## config.mk

```make
export PLATFORM = sky130hd
export DESIGN_NAME = kogge_pipe
export DESIGN_NICKNAME = d
export VERILOG_FILES = /design/src/rtl/kogge_pipe.sv
export SDC_FILE = /design/constraint.sdc
export NUM_CORES = 1
export LEC_CHECK = 0
export BUFFER_PORTS_ARGS = -buffer_cell sky130_fd_sc_hd__buf_2
export CORE_MARGIN = 4
export CORE_UTILIZATION = 58
export DETAILED_ROUTE_END_ITERATION = 6
export PLACE_DENSITY_LB_ADDON = 0.2
export SYNTH_ARGS = -nofsm -noshare
export SYNTH_HDL_FRONTEND = slang
export SYNTH_SLANG_ARGS = --single-unit
```

## constraint.sdc

```tcl
create_clock -name clk -period 1.5 [get_ports clk]
set_input_delay 0.15 -clock clk [delete_from_list [all_inputs] [get_ports clk]]
set_output_delay 0.15 -clock clk [all_outputs]
set_load 0.02 [all_outputs]
```

## src/rtl/kogge_pipe.sv

```systemverilog
// rtl/kogge_pipe.sv - pipelined Kogge-Stone adder/subtractor with valid/ready streaming
// One register stage per prefix level; all stages hold together while the output is stalled.
module kogge_pipe #(
  parameter int WIDTH = 8
) (
  input  logic             clk,
  input  logic             rst,
  input  logic             in_valid,
  output logic             in_ready,
  input  logic [WIDTH-1:0] a,
  input  logic [WIDTH-1:0] b,
  input  logic             cin,
  input  logic             sub,
  output logic             out_valid,
  input  logic             out_ready,
  output logic [WIDTH-1:0] s,
  output logic             cout,
  output logic             ovf
);
  localparam int LEVELS = $clog2(WIDTH);

  logic                          stall;
  logic [WIDTH-1:0]              b_eff;
  logic                          c_in;
  logic [LEVELS:0][WIDTH-1:0]    g_q, g_d;
  logic [LEVELS:0][WIDTH-1:0]    x_q, x_d;
  logic [LEVELS-1:0][WIDTH-1:0]  p_q, p_d;
  logic [LEVELS:0]               c0_q, c0_d;
  logic [LEVELS:0]               am_q, am_d;
  logic [LEVELS:0]               bm_q, bm_d;
  logic [LEVELS:0]               v_q, v_d;
  logic [WIDTH-1:0]              carries;
  logic [WIDTH-1:0]              s_q, s_d;
  logic                          cout_q, cout_d;
  logic                          ovf_q, ovf_d;
  logic                          vo_q;

  assign stall     = vo_q & ~out_ready;
  assign in_ready  = ~stall;
  assign out_valid = vo_q;
  assign s         = s_q;
  assign cout      = cout_q;
  assign ovf       = ovf_q;

  always_comb begin
    b_eff = sub ? ~b : b;
    c_in  = sub | cin;
    g_d   = '0;
    p_d   = '0;
    x_d   = '0;

    g_d[0]    = a & b_eff;
    // carry-in rides in as part of bit 0's generate, so prefix outputs are final carries
    g_d[0][0] = (a[0] & b_eff[0]) | ((a[0] ^ b_eff[0]) & c_in);
    p_d[0]    = a ^ b_eff;
    x_d[0]    = a ^ b_eff;
    c0_d[0]   = c_in;
    am_d[0]   = a[WIDTH-1];
    bm_d[0]   = b_eff[WIDTH-1];
    v_d[0]    = in_valid & ~stall;

    for (int k = 1; k <= LEVELS; k++) begin
      g_d[k]  = g_q[k-1] | (p_q[k-1] & (g_q[k-1] << (1 << (k - 1))));
      x_d[k]  = x_q[k-1];
      c0_d[k] = c0_q[k-1];
      am_d[k] = am_q[k-1];
      bm_d[k] = bm_q[k-1];
      v_d[k]  = v_q[k-1];
    end
    // low positions shift in ones so their group propagate passes through unchanged
    for (int k = 1; k < LEVELS; k++) begin
      p_d[k] = p_q[k-1] & ((p_q[k-1] << (1 << (k - 1))) | ~({WIDTH{1'b1}} << (1 << (k - 1))));
    end

    carries = {g_q[LEVELS][WIDTH-2:0], c0_q[LEVELS]};
    s_d     = x_q[LEVELS] ^ carries;
    cout_d  = g_q[LEVELS][WIDTH-1];
    ovf_d   = (am_q[LEVELS] == bm_q[LEVELS]) && (s_d[WIDTH-1] != am_q[LEVELS]);
  end

  always_ff @(posedge clk) begin
    if (rst) begin
      g_q    <= '0;
      p_q    <= '0;
      x_q    <= '0;
      c0_q   <= '0;
      am_q   <= '0;
      bm_q   <= '0;
      v_q    <= '0;
      s_q    <= '0;
      cout_q <= 1'b0;
      ovf_q  <= 1'b0;
      vo_q   <= 1'b0;
    end else if (!stall) begin
      g_q    <= g_d;
      p_q    <= p_d;
      x_q    <= x_d;
      c0_q   <= c0_d;
      am_q   <= am_d;
      bm_q   <= bm_d;
      v_q    <= v_d;
      s_q    <= s_d;
      cout_q <= cout_d;
      ovf_q  <= ovf_d;
      vo_q   <= v_q[LEVELS];
    end
  end
endmodule

```

# --- Word-level counts from Yosys, hierarchy flattened ---
# Index checks and enable logic that the tools add are counted.
totals:
  elab_cells: 43
  ff_bits: 107
  input_bits: 22
  output_inout_bits: 12
op_classes:
  bitwise: 21
  n_reduce_logical: 1
  eq_ne: 2
  muxes: 1
ops:
  columns: ["op", "n"]
  rows:
  - ["8-bit AND", 6]
  - ["8-bit bitwise OR", 3]
  - ["8-bit bitwise XOR", 2]
  - ["8-bit two-way mux", 1]
  - ["8-bit NOT", 1]
  - ["1-bit AND", 4]
  - ["1-bit NOT", 2]
  - ["1-bit bitwise OR", 2]
  - ["1-bit == test", 1]
  - ["1-bit logical AND", 1]
  - ["1-bit inequality test", 1]
  - ["1-bit bitwise XOR", 1]

# --- Logic depth before layout (Yosys ltp) ---
# Gate-level depths: netlist of the first run.
depth:
  ltp_word: 5
  depth_mapped: 6
  ltp_nobuf: 4

# --- Worst setup path after synthesis of the first run ---
# Ideal clock, no wire load.
synth_timing:
  kind: "register -> register"
  start: "register vo_q, in the netlist out_valid"
  end: "register s_q[0], in the netlist s[0]"
  required_ps: 1414
  arrival_ps: 1158
  period_less_slack_ps: 1244
  setup_time_ps: 86
  slack_ps: 256
  path_buffers: 2
  stages_incl_launch_ff: 6
  path_cell_list: "dfxtp_1 > nor2b_2 > inv_1 > buf_2 > buf_4 > a211oi_1"
synth_via:
  elab_chain_len: 1
synth_rtl:
  columns: ["element", "line_no", "rtl"]
  rows:
  - ["start, declared", "36", "logic vo_q;"]
  - ["start signal, assigned", "105", "vo_q <= v_q[LEVELS];"]
  - ["1-bit AND", "38", "assign stall = vo_q & ~out_ready;"]
  - ["end signal, assigned", "90", "s_q <= '0;"]
  - ["end signal, assigned", "102", "s_q <= s_d;"]
  - ["end, declared", "33", "logic [WIDTH-1:0] s_q, s_d;"]
# No other way between the ends.
# A chain may end at the register's enable or synchronous reset.

# --- Worst setup path in the final report of the first run ---
layout_timing:
  start: "register vo_q, in the netlist out_valid"
  end: "output in_ready"
layout_via:
  elab_chain_len: 2
layout_rtl:
  columns: ["element", "line_no", "rtl"]
  rows:
  - ["1-bit AND", "38", null]
  - ["1-bit NOT", "39", "assign in_ready = ~stall;"]
  - ["end, declared", "9", "output logic in_ready,"]
# No other way between the ends.

==> results of run 1 <==
-- Yosys cell counts, drive strengths merged, types with 8 or more instances --
cell    instances
nand2         132
dfxtp         101
a21oi          71
nor2           33
a211oi         26
buf            25
nor3           20
nand3          11
clkbuf          9
ha              8
xnor2           8
xor2            8
-- critical path, cell delays in order, from the launching register on --
cell and delay [ns]:
dfxtp_1 0.33, nor2b_4 0.17, inv_4 0.07, buf_12 0.15, buf_2 0.16
-- final timing paths --
check | startpoint | end | slack (ns) | depth (start not counted)
setup reg to reg | out_valid$_SDFFE_PP0N_ | g_q[0]$_SDFFE_PP0N_ | 0.22 | 5
hold reg to reg | c0_q[1]$_SDFFE_PP0N_ | c0_q[1]$_SDFFE_PP0N_ | 0.46 | 2
hold / removal | a[7] | am_q[0]$_SDFFE_PP0N_ | 0.05 | 3
setup / recovery | out_valid$_SDFFE_PP0N_ | in_ready | 0.11 | 4
-- routing by layer --
layer  vias to the layer above  global-route usage  wire [um]
met3                        15             0.03687        282
met1                      1364              0.2353       3384
met4                         0             0.09743        179
met2                        56              0.3165       3295
li1                       1560                   -          -
met5                         -                   0          0
-- per-stage QoR --
stage	power (mW)	instance area (um^2)
final	5.311	4312
after global routing	5.545	4312
after CTS	5.368	4268
after detailed placement	3.279	4008
after global placement	3.265	4008
after floorplan	3.166	3801
-- registers in the layout, indices dropped and copies added, names as in the netlist --
signal     count
bm_q           4
out_valid      1
s              8
carries        7
g_q           24
ovf            1
p_q           18
v_q            4
am_q           4
x_q            8
c0_q           4
cout_d         1
x_d           16
cout           1
-- repair_timing --
item	in CTS	in global routing
gates resized for setup	1	4
cloned	0	1
endpoints found under the setup margin	1	2
hold buffers	0	0
buffers inserted	1	0
-- cell families after synthesis --
group                      after synthesis  synth area share
AOI/OAI and AO/OA                       99            0.1501
adders and majority gates                8           0.02633
DFF                                    101            0.5319
xor gates and xnor gates                16           0.03687
and+or+nand+nor                        198            0.2077
buffers and inverters                   35           0.04707
-- layout make-up --
type / count / area, um^2
tap: 77 / 96.34
clock inverter: 5 / 125.1
inverter: 1 / 6.256
timing repair buffer: 42 / 332.8
fill: 536 / 2038
multi-input combinational: 321 / 1605
clock buffer: 9 / 123.9
sequential: 101 / 2022
-- power by group --
| part | total [mW] | internal [mW] | leakage (nW) | switching [mW] |
|---|---|---|---|---|
| Sequential | 2.89 | 2.80 | 0.824 | 0.0887 |
| Combinational | 0.328 | 0.148 | 0.734 | 0.179 |
| Clock | 2.09 | 1.25 | 0.125 | 0.838 |
==> impl_results.md, run 1 <==
- Crit end category: output pin
- LEAKAGE: between 1.5 and 2 nW
- Fin crit period: roughly 1.4 ns
- Reg clk slew, reported paths: ~0.090 ns
- Number of global-route vias before repair: roughly 2700
- Port bufs: 33
- Arr. time, crit path: approximately 1.2 ns
- GRT Total Usage: 0.1903
- Number of synthesized flops with an enable pin: 0
- Worst Tran Pin Value: around 0.43 ns
- Clock skew: 0.008657 ns
- Io pins: 34
- Layout cells sized above 1: 0.1232
- Routed wire length: 7.142 mm
- WP data required: approximately 1.4 ns
- Total negative slack: 0 ns
- Startpoint type of the worst setup path: flop
- Min-Delay Path Class: primary input to flop
- Clock latency on the worst-skew pair: 0.35 ns
- Initial Util: 0.5986
- Net Count, Synth: roughly 500
- Core area: approximately 6300 um^2
- Drt drc: 0
- Synth Cell Area: 3801 um^2
- Crit-path max FO: 21
- DRT Pass-1 Iters: 6
- Seq/Total Area, Yosys: 0.5319
- Global-route wire length before repair: around 12 mm
- DR WL/cell: about 13 um
- Initial antenna violation count: 0
- Pre-CTS setup slack: 0.2604 ns
- Fmax: about 0.72 GHz
- Cells after DPL: between 500 and 600
- Hold_ws: 0.04777 ns
- Final Hold Fails: 0
- Max Cap Viol: 0
- Number of synthesized register bits: ~100
- Final Util: 0.6790
- Post-synth ARST share: 0
- Post-DP HPWL: ~4.4 mm
- # rows: 29
- CTS tree: done
- Area growth syn-to-layout: 13.43%
- Clock Sinks: around 100
- Share of the synthesized area in the top cell type: 0.5319
- RSZ-0062 raised after global routing: no
- Die X: slightly below 90 um
- Commonest non-fill, non-tap cells in the layout: nand2_1, dfxtp_1, a21oi_1
- Final Max Tran Viols: 0
- H-tree depth: 3
- DRT iter0 DRCs: 169
- Ys flop type: dfxtp_1
- Number of buffers created by CTS: 9
- Worst vdd ir: 0.8364 mV
- Final WS setup: ~0.11 ns
- DIE HEIGHT: slightly below 90 um
- Final Net Count: 506
- Synth area leaders: dfxtp_1, nand2_1, a21oi_1, a211oi_1, nor2_1
- Status: complete, no violations
- Rel. slew slack: 0.7142
- Finish-stage setup viols: 0
- Yosys warnings: 0
- Mapped Avg Cell Area: 8.318 um^2
- PwrDens: roughly 1200 nW/um^2
- CP Class: flop to output pin
- RD Place Congestion: 0.7403
- Grt ovf: 0
- Leading area contributor after synthesis: dfxtp_1
- Post-route clock period utilization: 0.9238
- Syn Inst Count: 457
- Die area: 7913 um^2
- Deepest clock path buffer count: 2
- Vias: roughly 3000
- Post-synth cell types: 19
- Root Buffer: clkbuf_8
- Pin count of the biggest net entering global routing: 85
- Final ANT Viol Nets: 0
- Inserted Diodes: 0
- Commonest non-fill, non-tap cell in the layout: nand2_1
- Via density: roughly 5.4
- Fin cells: between 500 and 600
(Power assumes the default switching activity.)
==> run 2: changes to the inputs <==
--- a/config.mk
+++ b/config.mk
@@ -9,7 +9,7 @@
 export CORE_MARGIN = 4
 export CORE_UTILIZATION = 58
 export DETAILED_ROUTE_END_ITERATION = 6
-export PLACE_DENSITY_LB_ADDON = 0.2
+export PLACE_DENSITY = 0.78
 export SYNTH_ARGS = -nofsm -noshare
 export SYNTH_HDL_FRONTEND = slang
 export SYNTH_SLANG_ARGS = --single-unit
==> impl_results.md, run 2 (synthesis gave the netlist of run 1 again) <==
- Io pins: 34 (unchanged)
- Fmax: 0.7023 GHz (was 0.7217 GHz)
- PwrDens: 1186 nW/um^2 (was 1232 nW/um^2)
- Root Buffer: clkbuf_8 (unchanged)
- Number of buffers created by CTS: 9 (unchanged)
- Crit-path max FO: 15 (was 21)
- Final Hold Fails: 0 (unchanged)
- Rel. slew slack: 0.7131 (was 0.7142)
- Die X: 88.96 um (unchanged)
- Final WS setup: 0.07608 ns (was 0.1143 ns)
- Layout cells sized above 1: 0.1289 (was 0.1232)
- Core area: 6350 um^2 (unchanged)
- WP data required: 1.35 ns (about the same)
- Finish-stage setup viols: 0 (unchanged)
- Startpoint type of the worst setup path: flop (unchanged)
- Final ANT Viol Nets: 0 (unchanged)
- Clock latency on the worst-skew pair: 0.35 ns (about the same)
- Initial antenna violation count: 0 (unchanged)
- Clock skew: 0.009952 ns (was 0.008657 ns)
- Commonest non-fill, non-tap cell in the layout: nand2_1 (unchanged)
- DRT Pass-1 Iters: 4 (was 6)
- Commonest non-fill, non-tap cells in the layout: nand2_1, dfxtp_1, a21oi_1 (unchanged)
- Area growth syn-to-layout: 12.67% (was 13.43%)
- Clock Sinks: 101 (unchanged)
- Routed wire length: 7.292 mm (was 7.142 mm)
- Vias: 3017 (was 2995)
- CP Launch Point: out_valid$_SDFFE_PP0N_ (unchanged)
- Critical-path cell list: nor2b_4 > inv_6 > buf_12 > buf_2 (was nor2b_4 > inv_4 > buf_12 > buf_2)
- Final Net Count: 506 (unchanged)
- RSZ-0062 raised after global routing: no (unchanged)
- Final Max Tran Viols: 0 (unchanged)
- Hold Path Cell Cnt: 3 (unchanged)
- FILL cells: 540 (was 536)
- Die area: 7913 um^2 (unchanged)
- DIE HEIGHT: 88.96 um (unchanged)
- Fin crit period: 1.424 ns (was 1.386 ns)
- Reg clk slew, reported paths: 0.09 ns (about the same)
- Reg-to-reg startpoint: out_valid$_SDFFE_PP0N_ (unchanged)
- H-tree depth: 3 (unchanged)
- Pre-CTS setup slack: 0.2100 ns (was 0.2604 ns)
- Initial Util: 0.5986 (unchanged)
- Drt drc: 0 (unchanged)
- Worst vdd ir: 1.070 mV (was 0.8364 mV)
- Worst Tran Pin Value: 0.4304 ns (was 0.4287 ns)
- Largest register FFs: 24 (unchanged)
- RD Place Congestion: 0.7354 (was 0.7403)
- End of the critical path: in_ready (unchanged)
- Grt ovf: 0 (unchanged)
- CP max stage cell: dfxtp_2 (was dfxtp_1)
- Register-to-Register Setup Slack: 0.19 ns (was 0.22 ns)
- Crit path largest cell delay: 0.33 ns (about the same)
- Max Cap Viol: 0 (unchanged)
- Min-Delay Path Class: primary input to flop (unchanged)
- Number of global-route vias before repair: 2899 (was 2717)
- Port bufs: 33 (unchanged)
- # rows: 29 (unchanged)
- Total negative slack: 0 ns (unchanged)
- Inserted Diodes: 0 (unchanged)
- Global-route wire length before repair: 12.48 mm (was 11.79 mm)
- R2r worst-path depth: 5 (unchanged)
- CTS tree: done (unchanged)
- Status: complete, no violations (unchanged)
- Deepest clock path buffer count: 2 (unchanged)
- Via density: 5.407 (was 5.387)
- DRT iter0 DRCs: 205 (was 169)
- DR WL/cell: 13.07 um (was 12.85 um)
- Crit end category: output pin (unchanged)
- Pin count of the biggest net entering global routing: 102 (was 85)
- Arr. time, crit path: 1.27 ns (was 1.24 ns)
- CP Class: flop to output pin (unchanged)
- Most flop-heavy register: g_q (unchanged)
- Post-route clock period utilization: 0.9493 (was 0.9238)
- GRT Total Usage: 0.1994 (was 0.1903)
- Crit Reg-Reg Endpoint: g_q[14]$_SDFFE_PP0N_ (was g_q[0]$_SDFFE_PP0N_)
- Post-DP HPWL: 4.681 mm (was 4.362 mm)
- LEAKAGE: 1.670 nW (was 1.684 nW)
## run 2: changes by cell type in the layout (fill, tap and decap cells not counted), sizes merged
cell	delta
clkinvlp	+1
clkinv	+2
bufinv	-2
clkbuf	+1
## run 2: cell type report
| type | instances | area, um^2 | area share |
|---|---|---|---|
| clock buffers | 10 | 137.6 | 0.03214 |
| clock inverters | 6 | 86.33 | 0.02016 |
| inverters | 1 | 8.758 | 0.002045 |
| multi-input cells | 321 | 1605 | 0.3748 |
| flip-flops and latches | 101 | 2023 | 0.4724 |
| well taps | 77 | 96.34 | 0.02249 |
| repair buffers | 42 | 325.3 | 0.07596 |
## run 2: how the worst min path moves through the flow
| stage | from | endpoint | slack, ns |
|---|---|---|---|
| floorplan | a[7] | am_q[0]$_SDFFE_PP0N_ | 0.29 |
| global placement | in_valid | v_q[0]$_SDFFE_PP0N_ | 0.40 |
| detailed placement | in_valid | v_q[0]$_SDFFE_PP0N_ | 0.42 |
| CTS | in_valid | v_q[0]$_SDFFE_PP0N_ | 0.04 |
| global route | in_valid | v_q[0]$_SDFFE_PP0N_ | 0.05 |
| finish | in_valid | v_q[0]$_SDFFE_PP0N_ | 0.05 |
## run 2: critical path: cells and delay by family, from the launching register on
family                 cells  cell delay (ns)
flip-flops                 1             0.33
AND/OR/NAND/NOR            1             0.18
buffers and inverters      3             0.39
## run 2: repair_timing
item / in CTS / in global routing
buffers inserted: 1 / 0
hold endpoints to repair: 0 / 0
gates cloned: 0 / 1
hold buffers: 0 / 0
endpoints found under the setup margin: 1 / 1
resized for setup: 1 / 2
## run 2: report_power, final
| part | internal [mW] | switching [mW] |
|---|---|---|
| clock | 0.982 | 0.877 |
| sequential | 2.80 | 0.0907 |
| combinational | 0.145 | 0.185 |
| total | 3.93 | 1.15 |
## run 2: per-stage QoR
stage,hold WS [ns],power (mW),instances,util,instance area [um^2]
final,0.04688,5.081,558,0.6745,4283
after global routing,0.04749,5.314,558,0.6745,4283
after CTS,0.03690,5.115,557,0.6700,4254
after detailed placement,0.4182,3.285,540,0.6331,4020
after global placement,0.4044,3.265,540,0.6331,4020
after floorplan,0.2905,3.166,457,-,3801
## run 2: per-layer routing
metal  vias to the layer above  GRT usage  share of wire
li1                       1560          -              -
met3                         8    0.05438          0.049
met2                        52     0.3502           0.50
met5                         -          0              0
met1                      1397     0.2394           0.45
met4                         0    0.05819         0.0078
==> run 3: changes to the inputs <==
--- a/config.mk
+++ b/config.mk
@@ -10,6 +10,7 @@
 export CORE_UTILIZATION = 58
 export DETAILED_ROUTE_END_ITERATION = 6
 export PLACE_DENSITY = 0.78
+export RECOVER_POWER = 100
 export SYNTH_ARGS = -nofsm -noshare
 export SYNTH_HDL_FRONTEND = slang
 export SYNTH_SLANG_ARGS = --single-unit
==> impl_results.md, run 3 (synthesis gave the netlist of run 1 again) <==
- Status: complete, no violations (unchanged)
- M1 WL: 3.238 mm (was 3.247 mm)
- GRT Total Usage: 0.1994 (unchanged)
- Number of buffers created by CTS: 9 (unchanged)
- Highest metal used: met4 (unchanged)
- RSZ-0062 raised after global routing: no (unchanged)
- Io pins: 34 (unchanged)
- Crit-path max FO: 15 (unchanged)
- FILL cells: 548 (was 540)
- Rel. slew slack: 0.7157 (was 0.7131)
- Core area: 6350 um^2 (unchanged)
- Global-route wire length before repair: 12.48 mm (unchanged)
- Number of global-route vias before repair: 2899 (unchanged)
- Reg clk slew, reported paths: 0.09 ns (about the same)
- H-tree depth: 3 (unchanged)
- Drt drc: 0 (unchanged)
- Min-delay src: in_valid (unchanged)
- R2r worst-path depth: 5 (unchanged)
- CTS tree: done (unchanged)
- Hold Path Cell Cnt: 3 (unchanged)
- Finish-stage setup viols: 0 (unchanged)
- Final Net Count: 506 (unchanged)
- Commonest non-fill, non-tap cells in the layout: nand2_1, dfxtp_1, a21oi_1 (unchanged)
- Hold Buf Count CTS: 0 (unchanged)
- Post-route clock period utilization: 0.9515 (was 0.9493)
- Fin cells: 558 (unchanged)
- Arr. time, crit path: 1.28 ns (was 1.27 ns)
- Routed wire length: 7.291 mm (was 7.292 mm)
- Max Cap Viol: 0 (unchanged)
- Critical-path cell list: nor2b_4 > inv_6 > buf_12 > buf_2 (unchanged)
- DRT Pass-1 Iters: 4 (unchanged)
- DRT iter0 DRCs: 278 (was 205)
- PwrDens: 1189 nW/um^2 (was 1186 nW/um^2)
- DIE HEIGHT: 88.96 um (unchanged)
- CP Class: flop to output pin (unchanged)
- Largest register FFs: 24 (unchanged)
- Clock latency on the worst-skew pair: 0.35 ns (about the same)
- Crit path largest cell delay: 0.34 ns (was 0.33 ns)
- Clock skew: 0.01015 ns (was 0.009952 ns)
- Crit end category: output pin (unchanged)
- Most flop-heavy register: g_q (unchanged)
- Footprint of the multi-input gates: 1605 um^2 (unchanged)
- Clock Sinks: 101 (unchanged)
- Final Hold Fails: 0 (unchanged)
- Fmax: 0.7007 GHz (was 0.7023 GHz)
- Pin count of the biggest net entering global routing: 102 (unchanged)
- Final ANT Viol Nets: 0 (unchanged)
- Worst Tran Pin Value: 0.4265 ns (was 0.4304 ns)
- Cells after DPL: 540 (unchanged)
- DR WL/cell: 13.07 um (about the same)
- Port bufs: 33 (unchanged)
- Metal3 WL: 396 um (was 359 um)
- Min-Delay Path Class: primary input to flop (unchanged)
- Commonest non-fill, non-tap cell in the layout: nand2_1 (unchanged)
- Total negative slack: 0 ns (unchanged)
- Hold Path Sink: v_q[0]$_SDFFE_PP0N_ (unchanged)
- Via density: 5.414 (was 5.407)
- WP data required: 1.35 ns (about the same)
- Crit Reg-Reg Endpoint: g_q[14]$_SDFFE_PP0N_ (unchanged)
- Register area: 2023 um^2 (unchanged)
- # rows: 29 (unchanged)
- Startpoint type of the worst setup path: flop (unchanged)
- CP max stage cell: dfxtp_2 (unchanged)
- Worst vdd ir: 1.073 mV (was 1.070 mV)
- Inserted Diodes: 0 (unchanged)
- Initial Util: 0.5986 (unchanged)
- LEAKAGE: 1.623 nW (was 1.670 nW)
- Deepest clock path buffer count: 2 (unchanged)
- Crit path buffers/inverters: 3 (unchanged)
- Fin crit period: 1.427 ns (was 1.424 ns)
- Root Buffer: clkbuf_8 (unchanged)
- Post-DP HPWL: 4.681 mm (unchanged)
- Register-to-Register Setup Slack: 0.19 ns (about the same)
- Vias: 3021 (was 3017)
- Met2 wire len: 3.612 mm (was 3.628 mm)
- Layout cells sized above 1: 0.1060 (was 0.1289)
- Grt ovf: 0 (unchanged)
- Final Max Tran Viols: 0 (unchanged)
- Reg-to-reg startpoint: out_valid$_SDFFE_PP0N_ (unchanged)
- RD Place Congestion: 0.7354 (unchanged)
- Initial antenna violation count: 0 (unchanged)
- Delay-heaviest family, CP: buffers and inverters (unchanged)
- Area growth syn-to-layout: 12.31% (was 12.67%)
- Die X: 88.96 um (unchanged)
- Die area: 7913 um^2 (unchanged)
## run 3: power by group
| part | total, mW | switching [mW] | leakage [nW] | internal (mW) |
|---|---|---|---|---|
| logic | 0.328 | 0.185 | 0.686 | 0.143 |
| registers | 2.89 | 0.0910 | 0.825 | 2.80 |
| clock network | 1.85 | 0.872 | 0.112 | 0.982 |
## run 3: routing by layer
layer  global-route usage  vias up
li1                     -     1560
met1               0.2394     1387
met2               0.3502       68
met3              0.05438        6
met4              0.05819        0
met5                    0        -
## run 3: timing repair
action / in CTS / in global routing
setup buffers: 1 / 0
endpoints found under the setup margin: 1 / 1
gates resized for setup: 1 / 2
cloned: 0 / 1
## run 3: worst max path at each step
stage | slack, ns | startpoint | end | cells past startpoint
final | 0.07 | out_valid$_SDFFE_PP0N_ | in_ready | 4
after global routing | 0.008 | out_valid$_SDFFE_PP0N_ | in_ready | 4
after CTS | 0.01 | out_valid$_SDFFE_PP0N_ | in_ready | 4
after detailed placement | 0.21 | sub | g_q[0]$_SDFFE_PP0N_ | 5
after global placement | 0.31 | out_valid$_SDFFE_PP0N_ | p_q[14]$_SDFFE_PP0N_ | 5
after floorplan | 0.26 | out_valid$_SDFFE_PP0N_ | s[0]$_SDFFE_PP0N_ | 5
## run 3: layout make-up
cell class / count / share of cell area
clock inverter: 6 / 0.02022
sequential: 101 / 0.4739
tap: 77 / 0.02257
multi-input combinational: 321 / 0.3760
inverter: 1 / 0.002052
clock buffer: 10 / 0.03224
timing repair buffer: 42 / 0.07298
## run 3: per-stage QoR
stage | total power, mW | setup slack [ns] | hold WS, ns | cell area [um^2] | util
2_1_floorplan | 3.166 | 0.2562 | 0.2905 | 3801 | -
3_3_place_gp | 3.265 | 0.3079 | 0.4044 | 4020 | 0.6331
3_5_place_dp | 3.285 | 0.2100 | 0.4182 | 4020 | 0.6331
4_1_cts | 5.115 | 0.01235 | 0.03690 | 4254 | 0.6700
5_1_grt | 5.312 | 0.007968 | 0.04749 | 4269 | 0.6723
6_report | 5.074 | 0.07281 | 0.05070 | 4269 | 0.6723
## run 3: worst reg2reg max path: stages (launching register included)
cell	delay (ns)
dfxtp_2	0.33
nor2b_4	0.13
buf_4	0.15
buf_12	0.17
a211oi_1	0.29
nor3_1	0.10
